**config.mk**
```make
export PLATFORM = sky130hd
export DESIGN_NAME = pmem_scheduler
export DESIGN_NICKNAME = d
export VERILOG_FILES = /design/src/rtl/lc3b_types.sv /design/src/rtl/pmem_wbuf.sv /design/src/rtl/pmem_scheduler.sv
export SDC_FILE = /design/constraint.sdc
export NUM_CORES = 1
export LEC_CHECK = 0
export BUFFER_PORTS_ARGS = -buffer_cell sky130_fd_sc_hd__buf_2
export CELL_PAD_IN_SITES_DETAIL_PLACEMENT = 0
export CELL_PAD_IN_SITES_GLOBAL_PLACEMENT = 2
export CORE_UTILIZATION = 30
export CTS_CLUSTER_DIAMETER = 120
export CTS_CLUSTER_SIZE = 40
export DETAILED_ROUTE_END_ITERATION = 16
export PLACE_DENSITY_LB_ADDON = 0.1
export REMOVE_ABC_BUFFERS = 1
export SYNTH_ARGS = -nofsm -noshare
export SYNTH_HDL_FRONTEND = slang
export SYNTH_SLANG_ARGS = --single-unit
```
**constraint.sdc**
```tcl
create_clock -name clk -period 1.93 [get_ports clk]
set_input_delay 0.386 -clock clk [delete_from_list [all_inputs] [get_ports clk]]
set_output_delay 0.386 -clock clk [all_outputs]
set_load 0.01 [all_outputs]
```
**src/rtl/lc3b_types.sv**
```systemverilog
// Shared LC-3b memory-side types: word/line types, cache line geometry and
// the pmem scheduler state encoding.
package lc3b_types;

  typedef logic [15:0]  lc3b_word;
  typedef logic [127:0] lc3b_pmem_data;

  localparam int unsigned LINE_OFFSET_BITS = 4;
  localparam int unsigned LINE_TAG_BITS    = 16 - LINE_OFFSET_BITS;

  typedef logic [LINE_TAG_BITS-1:0] lc3b_line_tag;

  typedef enum logic [1:0] {
    IDLE,
    READ,
    DRAIN,
    RESP
  } pmem_sched_state_t;

  function automatic lc3b_line_tag line_tag(input lc3b_word addr);
    return addr[15:LINE_OFFSET_BITS];
  endfunction

endpackage

```
**src/rtl/pmem_wbuf.sv**
```systemverilog
// Single-entry write buffer for pmem_scheduler: holds one evicted line and
// reports whether a lookup line tag hits it.
module pmem_wbuf
  import lc3b_types::*;
(
  input  logic          clk,
  input  logic          reset_n,
  input  logic          capture,
  input  logic          clear,
  input  lc3b_word      cap_address,
  input  lc3b_pmem_data cap_data,
  input  lc3b_line_tag  lookup_tag,
  output logic          valid,
  output lc3b_word      address,
  output lc3b_pmem_data data,
  output logic          hit
);

  always_ff @(posedge clk or negedge reset_n) begin
    if (!reset_n) begin
      valid   <= 1'b0;
      address <= '0;
      data    <= '0;
    end else if (clear) begin
      valid <= 1'b0;
    end else if (capture) begin
      valid   <= 1'b1;
      address <= cap_address;
      data    <= cap_data;
    end
  end

  assign hit = valid && (lookup_tag == line_tag(address));

endmodule

```
**src/rtl/pmem_scheduler.sv**
```systemverilog
// Arbitrates L2 line reads/write-backs onto physical memory through a
// one-entry write buffer. Define PMEM_SCHED_FWD_EN to forward read hits.
module pmem_scheduler
  import lc3b_types::*;
#(
  parameter int unsigned DRAIN_LIMIT = 4
) (
  input  logic          clk,
  input  logic          reset_n,
  input  logic          l2_read,
  input  logic          l2_write,
  input  lc3b_word      l2_address,
  input  lc3b_pmem_data l2_wdata,
  output logic          l2_resp,
  output lc3b_pmem_data l2_rdata,
  output logic          pmem_read,
  output logic          pmem_write,
  output lc3b_word      pmem_address,
  output lc3b_pmem_data pmem_wdata,
  input  logic          pmem_resp,
  input  lc3b_pmem_data pmem_rdata,
  output logic          wb_valid
);

`ifdef PMEM_SCHED_FWD_EN
  localparam logic FWD_EN = 1'b1;
`else
  localparam logic FWD_EN = 1'b0;
`endif

  localparam int unsigned CNT_W = (DRAIN_LIMIT < 1) ? 1 : $clog2(DRAIN_LIMIT + 1);
  localparam logic [CNT_W-1:0] CNT_MAX = CNT_W'(DRAIN_LIMIT);

  pmem_sched_state_t state, state_next;
  logic [CNT_W-1:0]  defer_cnt, defer_next;

  logic          wb_capture, wb_clear, wb_hit, fwd_load;
  lc3b_word      wb_address;
  lc3b_pmem_data wb_data;
  logic          rd_req, wr_req;

  pmem_wbuf u_wbuf (
    .clk         (clk),
    .reset_n     (reset_n),
    .capture     (wb_capture),
    .clear       (wb_clear),
    .cap_address (l2_address),
    .cap_data    (l2_wdata),
    .lookup_tag  (line_tag(l2_address)),
    .valid       (wb_valid),
    .address     (wb_address),
    .data        (wb_data),
    .hit         (wb_hit)
  );

  // A simultaneous read and write is serviced as a read.
  assign rd_req = l2_read;
  assign wr_req = l2_write && !l2_read;

  always_comb begin
    state_next = state;
    defer_next = defer_cnt;
    wb_capture = 1'b0;
    wb_clear   = 1'b0;
    fwd_load   = 1'b0;
    unique case (state)
      IDLE: begin
        if (wb_valid && (wr_req || (defer_cnt == CNT_MAX) ||
                         (rd_req && wb_hit && !FWD_EN))) begin
          state_next = DRAIN;
        end else if (rd_req && wb_hit && FWD_EN) begin
          fwd_load   = 1'b1;
          state_next = RESP;
        end else if (rd_req) begin
          state_next = READ;
          if (wb_valid && (defer_cnt != CNT_MAX)) defer_next = defer_cnt + 1'b1;
        end else if (wr_req) begin
          // Buffer must be empty here: a valid buffer with a write drained above.
          wb_capture = 1'b1;
          state_next = RESP;
        end else if (wb_valid) begin
          state_next = DRAIN;
        end
      end
      READ: begin
        if (pmem_resp) state_next = RESP;
      end
      DRAIN: begin
        if (pmem_resp) begin
          wb_clear   = 1'b1;
          defer_next = '0;
          state_next = IDLE;
        end
      end
      RESP: state_next = IDLE;
      default: state_next = IDLE;
    endcase
  end

  // Strobes and addresses are registered from the next state so they line up
  // with the state that owns them.
  always_ff @(posedge clk or negedge reset_n) begin
    if (!reset_n) begin
      state        <= IDLE;
      defer_cnt    <= '0;
      pmem_read    <= 1'b0;
      pmem_write   <= 1'b0;
      l2_resp      <= 1'b0;
      pmem_address <= '0;
      pmem_wdata   <= '0;
      l2_rdata     <= '0;
    end else begin
      state        <= state_next;
      defer_cnt    <= defer_next;
      pmem_read    <= (state_next == READ);
      pmem_write   <= (state_next == DRAIN);
      l2_resp      <= (state_next == RESP);
      pmem_address <= (state_next == READ)  ? l2_address :
                      (state_next == DRAIN) ? wb_address : '0;
      pmem_wdata   <= (state_next == DRAIN) ? wb_data : '0;
      if ((state == READ) && pmem_resp) begin
        l2_rdata <= pmem_rdata;
      end else if (fwd_load) begin
        l2_rdata <= wb_data;
      end
    end
  end

endmodule

```
==> impl_metrics.env, run 1 <==
export IMPL_area_growth_synth_to_final_pct=32.3
export IMPL_die_area_sq_um=52100
export IMPL_end_kind="flop"
export IMPL_htree_num_levels=1
export IMPL_multi_input_area_sq_um=4550
export IMPL_drc=0
export IMPL_ys_ff_latch=425
export IMPL_grt_overflow_total=0
export IMPL_path_buf_inv=1
export IMPL_syn_area_per_cell_sq_um=16.2
export IMPL_power_density_nw_per_um2=1510
export IMPL_numCtsBuffers=15
export IMPL_setup_ws_ns=-0.0745
export IMPL_rows=82
export IMPL_final_nets=1839
export IMPL_regArea_sq_um=10600
export IMPL_slowest_stage="or4_4"
export IMPL_path_class="flop to flop"
export IMPL_cts_tree="done"
export IMPL_synthMuxAreaShare_pct=20.1
export IMPL_post_place_cells=2208
export IMPL_wire_per_inst_um=19.6
export IMPL_clk_pin_slew_ns=0.15
export IMPL_postLayoutCellArea_sq_um=20300
export IMPL_root_buffer="clkbuf_16"
export IMPL_ys_warn_count=0
export IMPL_synth_simple_area_share_pct=6.24
export IMPL_timing_final_crit_period_ns=2.00
export IMPL_synth_fa_ha_area_share_pct=0.163
export IMPL_nFillCells=4862
export IMPL_arrival_ns=2.44
export IMPL_hold_class="input port to flop"
export IMPL_clk_latency_ns=0.57
export IMPL_crit_chain="xor2_1 > or4_4 > nor4_4 > a311oi_4 > buf_4 > a32o_1"
export IMPL_placed_area_sq_um=19600
export IMPL_violations="negative setup slack"
export IMPL_initial_core_util_pct=30.5
export IMPL_antenna_found_initial=21
export IMPL_cp_start_kind="flop"
export IMPL_place_congestion=0.780
export IMPL_first_iter_violations=344
export IMPL_vias_per_cell=4.29
export IMPL_synth_top_family_by_area="multiplexers"
export IMPL_clock_skew_ns=0.0406
export IMPL_fin_crit_sh_pct=104
export IMPL_die_y_um=228
export IMPL_syn_inst=950
export IMPL_pre_cts_slack_ns=-0.237
export IMPL_irDropWorstVdd_v=0.000660
export IMPL_tightest_slew_ns=0.447
export IMPL_synth_area_sq_um=15300
export IMPL_coreArea_sq_um=50300
export IMPL_grt_pass1_wl_um=66600
export IMPL_postRouteAntennaNets=0
export IMPL_critPathRequiredTime_ns=2.37
export IMPL_grt_usage_pct=16.9
export IMPL_p_leak_nw=10.2
export IMPL_cp_slowest_stage_delay_ns=0.55
export IMPL_synth_compound_area_share_pct=1.83
export IMPL_grt_pass1_vias=10179
export IMPL_grt_max_degree=67
export IMPL_cts_buffer_depth=3
export IMPL_tns_ns=-0.708
export IMPL_grt_setup_unrepaired="true"
export IMPL_fmax_mhz=499
export IMPL_synth_xor_xnor_area_share_pct=0.685
export IMPL_dp_hpwl_um=34200
export IMPL_slew_violations=0
export IMPL_hold_viol=0
export IMPL_drtPass1Iterations=4
export IMPL_port_buffers=552
export IMPL_maxCapViolations=0
export IMPL_status="finished with violations"
export IMPL_ys_types=33
export IMPL_max_slew_margin_pct=70.2
export IMPL_fp_dieW_um=228
export IMPL_hold_slack_ns=0.0324
export IMPL_vias=9626
export IMPL_fin_cells=2242
export IMPL_cts_num_sinks=425
export IMPL_ys_seq_area_share_pct=69.3
export IMPL_crit_family="simple AND/OR/NAND/NOR gates"
export IMPL_drive_above_1_share_pct=60.9
export IMPL_wirelength_um=43900
export IMPL_ios=553
export IMPL_setup_viol_count_final=16
export IMPL_crit_fanout=4
## power by group
part	switching [mW]	leakage, nW	internal [mW]
logic	5.58	4.62	6.18
clock network	2.87	0.241	1.78
registers	1.55	5.32	12.8
total	10.0	10.2	20.8
## cell type report
class / count / area share (%)
Antenna cell: 4 / 0.0493
Multi-Input combinational cell: 471 / 22.4
Tap cell: 672 / 4.14
Clock inverter: 7 / 0.647
Clock buffer: 16 / 1.87
Timing Repair Buffer: 641 / 18.4
Inverter: 6 / 0.111
Sequential cell: 425 / 52.4
## layout by cell type, fill, tap and decap left out, types with 3 or more instances in the layout
cell	netlist	layout
a32o_1	16	16
and2_1	129	129
buf_12	0	22
buf_2	16	551
buf_4	1	59
buf_6	4	5
clkbuf_16	0	15
dfrtp_1	425	425
diode_2	0	4
dlygate4sd3_1	0	3
inv_1	6	6
mux2_2	272	272
nand2_1	4	4
nor2_1	5	5
nor3_1	4	3
or2_2	3	3
xor2_1	12	5
xor2_2	0	7
## repair_timing
action | 4_1_cts | 5_1_grt
resized for setup | 4 | 12
endpoints found under the hold margin | 26 | 2
hold buffers | 1 | 2
endpoints found under the setup margin | 72 | 169
setup buffers | 3 | 1
pin swaps | 24 | 3
## synthesized netlist by cell type
cell type / instances / share of area, %
inv_1: 6 / 0.15
a32o_1: 16 / 1.0
buf_2: 16 / 0.52
o21ba_2: 1 / 0.065
clkbuf_1: 23 / 0.56
a21oi_1: 1 / 0.033
o31ai_4: 1 / 0.14
nor3_1: 4 / 0.13
o21ai_0: 2 / 0.065
and2_1: 129 / 5.3
a21o_1: 2 / 0.098
nand3b_1: 1 / 0.049
nand2_1: 4 / 0.098
o21a_1: 1 / 0.049
nor2b_1: 1 / 0.041
xor2_1: 12 / 0.68
o221ai_1: 2 / 0.11
ha_1: 2 / 0.16
buf_4: 1 / 0.049
mux2_2: 272 / 20
nand2b_1: 2 / 0.082
nor4_4: 1 / 0.14
nor2_1: 5 / 0.12
mux2i_1: 2 / 0.13
or4_4: 1 / 0.073
a21boi_1: 1 / 0.049
clkbuf_2: 4 / 0.13
a41o_2: 1 / 0.073
or2_2: 3 / 0.12
dfrtp_1: 425 / 69
nor4_1: 3 / 0.12
a311oi_2: 1 / 0.098
buf_6: 4 / 0.29
## layer usage
metal / part of all wire [%] / GRT usage (%) / vias to the layer above
li1: - / - / 4430
met1: 38 / 19.6 / 4807
met2: 50 / 29.3 / 308
met3: 9.6 / 7.25 / 57
met4: 1.6 / 2.41 / 24
met5: 0.35 / 0 / -
## sequential cells by signal, summed over array words and instances, names as in the netlist
| register | count |
|---|---|
| u_wbuf.valid | 1 |
| pmem_read | 1 |
| u_wbuf.address | 16 |
| u_wbuf.data | 128 |
| l2_resp | 1 |
| state | 2 |
| l2_rdata | 128 |
| defer_cnt | 3 |
| pmem_wdata | 128 |
| pmem_address | 16 |
| pmem_write | 1 |
## kinds of logic after synthesis
family	after synthesis
adder cells (fa/ha/maj)	2
flip-flops	425
XOR/XNOR	12
buffers and inverters	54
AO/OA/AOI/OAI	29
AND/OR/NAND/NOR	154
multiplexers	274
## worst paths after layout
kind,from,to,slack (ns),depth (start not counted)
hold reg to reg,u_wbuf.data[109],pmem_wdata[109],0.45,1
setup / recovery,u_wbuf.address[9],pmem_address[0],-0.07,6
min in group asynchronous,reset_n,u_wbuf.data[5],0.31,2
max in group asynchronous,reset_n,l2_rdata[72],0.86,3
hold / removal,l2_wdata[35],u_wbuf.data[35],0.03,2
setup reg to reg,u_wbuf.address[9],pmem_address[0],-0.07,6
## through the flow
| stage | util, % | total power [mW] |
|---|---|---|
| 2_1_floorplan | - | 20.8 |
| 3_3_place_gp | 39.1 | 26.3 |
| 3_5_place_dp | 39.1 | 26.5 |
| 4_1_cts | 40.2 | 31.3 |
| 5_1_grt | 40.4 | 32.9 |
| 6_report | 40.4 | 30.8 |
Power figures use the tool's default switching activity.
==> inputs of run 2 (changes only) <==
Settings changed: SYNTH_HIERARCHICAL from default to 1.
==> run 2 against run 1 <==
Against the previous run: setup slack worse by 0.22 ns; synthesized cell count down 0.11%; maximum frequency decreased by 10%; global-route usage hardly changed; the flow still finishes with violations (negative setup slack); critical path type unchanged; core utilization increased by 1.0 points.
==> impl_metrics.env, run 2 <==
export IMPL_timing_final_crit_period_ns=2.23
export IMPL_clk_pin_slew_ns=0.14
export IMPL_crit_fanout=2
export IMPL_area_growth_synth_to_final_pct=36.2
export IMPL_violations="negative setup slack"
export IMPL_p_leak_nw=10.8
export IMPL_numCtsBuffers=15
export IMPL_synth_compound_area_share_pct=1.38
export IMPL_clk_latency_ns=0.54
export IMPL_critPathRequiredTime_ns=2.41
export IMPL_cts_buffer_depth=3
export IMPL_final_common_cell="buf_2"
export IMPL_vias=9819
export IMPL_grt_usage_pct=16.9
export IMPL_top_regs="l2_rdata (128), pmem_wdata (128), u_wbuf/data (128)"
export IMPL_grt_pass1_wl_um=66900
export IMPL_synth_main_ff_cell="dfrtp_1"
export IMPL_yosysMostFrequentCell="dfrtp_1"
export IMPL_irDropWorstVdd_v=0.000649
export IMPL_synth_area_sq_um=15600
export IMPL_status="finished with violations"
export IMPL_initial_core_util_pct=30.4
export IMPL_syn_area_per_cell_sq_um=16.4
export IMPL_ios=553
export IMPL_grt_overflow_total=0
export IMPL_tightest_slew_ns=0.395
export IMPL_cp_start_kind="flop"
export IMPL_ys_seq_area_share_pct=68.2
export IMPL_antenna_found_initial=29
export IMPL_yosysTopAreaCell="dfrtp_1"
export IMPL_setup_viol_count_final=154
export IMPL_fmax_mhz=449
export IMPL_wirelength_um=47200
export IMPL_min_path_cells=2
export IMPL_path_class="flop to flop"
export IMPL_arrival_ns=2.71
export IMPL_die_area_sq_um=52900
export IMPL_final_nets=1856
export IMPL_yosysTopAreaCellShare_pct=68.2
export IMPL_port_buffers=552
export IMPL_first_iter_violations=367
export IMPL_synthMuxAreaShare_pct=21.1
export IMPL_power_mw=31.8
export IMPL_placed_area_sq_um=19800
export IMPL_synth_xor_xnor_area_share_pct=0.674
export IMPL_coreArea_sq_um=51300
export IMPL_synth_top_family_by_area="multiplexers"
export IMPL_fin_crit_sh_pct=115
export IMPL_die_y_um=230
export IMPL_htree_num_levels=1
export IMPL_max_slew_margin_pct=73.7
export IMPL_netlist_top_cells_count="dfrtp_1 (425), mux2_2 (212), and2_1 (129)"
export IMPL_syn_inst=949
export IMPL_cts_num_sinks=425
export IMPL_layout_common_cells="buf_2 (551), dfrtp_1 (425), mux2_2 (156)"
export IMPL_end_kind="flop"
export IMPL_power_density_nw_per_um2=1500
export IMPL_maxCapViolations=0
export IMPL_synth_edf_count=0
export IMPL_drc=0
export IMPL_vias_per_cell=4.33
export IMPL_ys_types=31
export IMPL_fp_dieW_um=230
export IMPL_clock_skew_ns=0.0184
export IMPL_pre_cts_slack_ns=-0.553
export IMPL_grt_setup_unrepaired="true"
export IMPL_rows=83
export IMPL_drive_above_1_share_pct=61.5
export IMPL_rr_worst_depth=10
export IMPL_postRouteAntennaNets=0
export IMPL_grt_pass1_vias=9948
export IMPL_synth_area_leaders="dfrtp_1 (68%), mux2_2 (15%), mux2_4 (5.8%), and2_1 (5.2%), a22o_1 (0.95%)"
export IMPL_async_reset_ff_share_pct=100
export IMPL_postLayoutCellArea_sq_um=21200
export IMPL_synth_fa_ha_area_share_pct=0.160
export IMPL_nFillCells=4929
export IMPL_place_congestion=0.802
export IMPL_root_buffer="clkbuf_16"
export IMPL_synth_simple_area_share_pct=6.15
export IMPL_cts_tree="done"
export IMPL_grt_max_degree=70
export IMPL_dp_hpwl_um=34400
export IMPL_hold_class="input port to flop"
export IMPL_drtPass1Iterations=4
export IMPL_post_place_cells=2208
export IMPL_ys_ff_latch=425
export IMPL_fin_cells=2270
export IMPL_ys_warn_count=6
export IMPL_hold_viol=0
export IMPL_wire_per_inst_um=20.8
export IMPL_setup_ws_ns=-0.297
export IMPL_slew_violations=0
[run 2: power by group]
group | internal (mW) | switching, mW | total, mW
Clock | 1.68 | 2.82 | 4.50
Sequential | 12.7 | 1.66 | 14.4
Combinational | 7.16 | 5.71 | 12.9
[run 2: area by class of cell]
| type | count | area, sq um | area share, % |
|---|---|---|---|
| antenna | 8 | 20.0 | 0.0942 |
| clock buffer | 16 | 389 | 1.83 |
| clock inverter | 6 | 93.8 | 0.442 |
| inverter | 7 | 26.3 | 0.124 |
| multi-input combinational | 470 | 4890 | 23.0 |
| sequential | 425 | 10600 | 50.1 |
| tap | 680 | 851 | 4.00 |
| timing repair buffer | 658 | 4340 | 20.4 |
[run 2: per-stage QoR]
stage | hold slack, ns | TNS, ns | utilization [%]
2_1_floorplan | 0.0904 | -1672.88 | -
3_3_place_gp | 0.326 | -84.74 | 38.5
3_5_place_dp | 0.325 | -76.40 | 38.5
4_1_cts | 0.0184 | -42.10 | 39.9
5_1_grt | 0.0219 | -58.25 | 41.4
6_report | 0.0603 | -36.84 | 41.4
[run 2: cells by family after synthesis]
kind of cell             Yosys count
flip-flops                       425
AND/OR/NAND/NOR                  157
adder cells (fa/ha/maj)            2
XOR/XNOR                          12
AO/OA/AOI/OAI                     27
buffers and inverters             54
multiplexers                     272
[run 2: what timing repair did]
item | in CTS | in global routing
hold endpoints to repair | 27 | 0
endpoints found under the setup margin | 151 | 279
setup buffers | 3 | 8
pin swaps | 11 | 15
gates cloned | 4 | 16
resized for setup | 15 | 82
hold buffers | 1 | 0
[run 2: worst max-delay path: stages (launching register included)]
cell,delay (ns)
dfrtp_1,0.44
xnor2_1,0.17
nand3_1,0.14
nor4_4,0.32
buf_4,0.15
and2b_1,0.18
buf_4,0.13
buf_6,0.10
a22o_1,0.23
a21oi_2,0.16
and2_4,0.15
[run 2: routing by layer]
| metal | vias to the layer above | part of all wire, % | GRT usage (%) |
|---|---|---|---|
| met5 | - | 0.36 | 0 |
| met3 | 67 | 9.8 | 7.75 |
| met2 | 322 | 50 | 29.0 |
| li1 | 4466 | - | - |
| met4 | 26 | 1.4 | 2.48 |
| met1 | 4938 | 38 | 19.5 |
[run 2: path summary, 6_finish.rpt]
| kind | from | to | slack [ns] |
|---|---|---|---|
| min | l2_wdata[101] | u_wbuf/data[101] | 0.06 |
| min reg2reg | u_wbuf/data[28] | pmem_wdata[28] | 0.48 |
| min in group asynchronous | reset_n | pmem_wdata[16] | 0.32 |
| max | u_wbuf/address[4] | l2_resp | -0.30 |
| max in group asynchronous | reset_n | pmem_wdata[56] | 0.81 |
| max reg2reg | u_wbuf/address[4] | l2_resp | -0.30 |
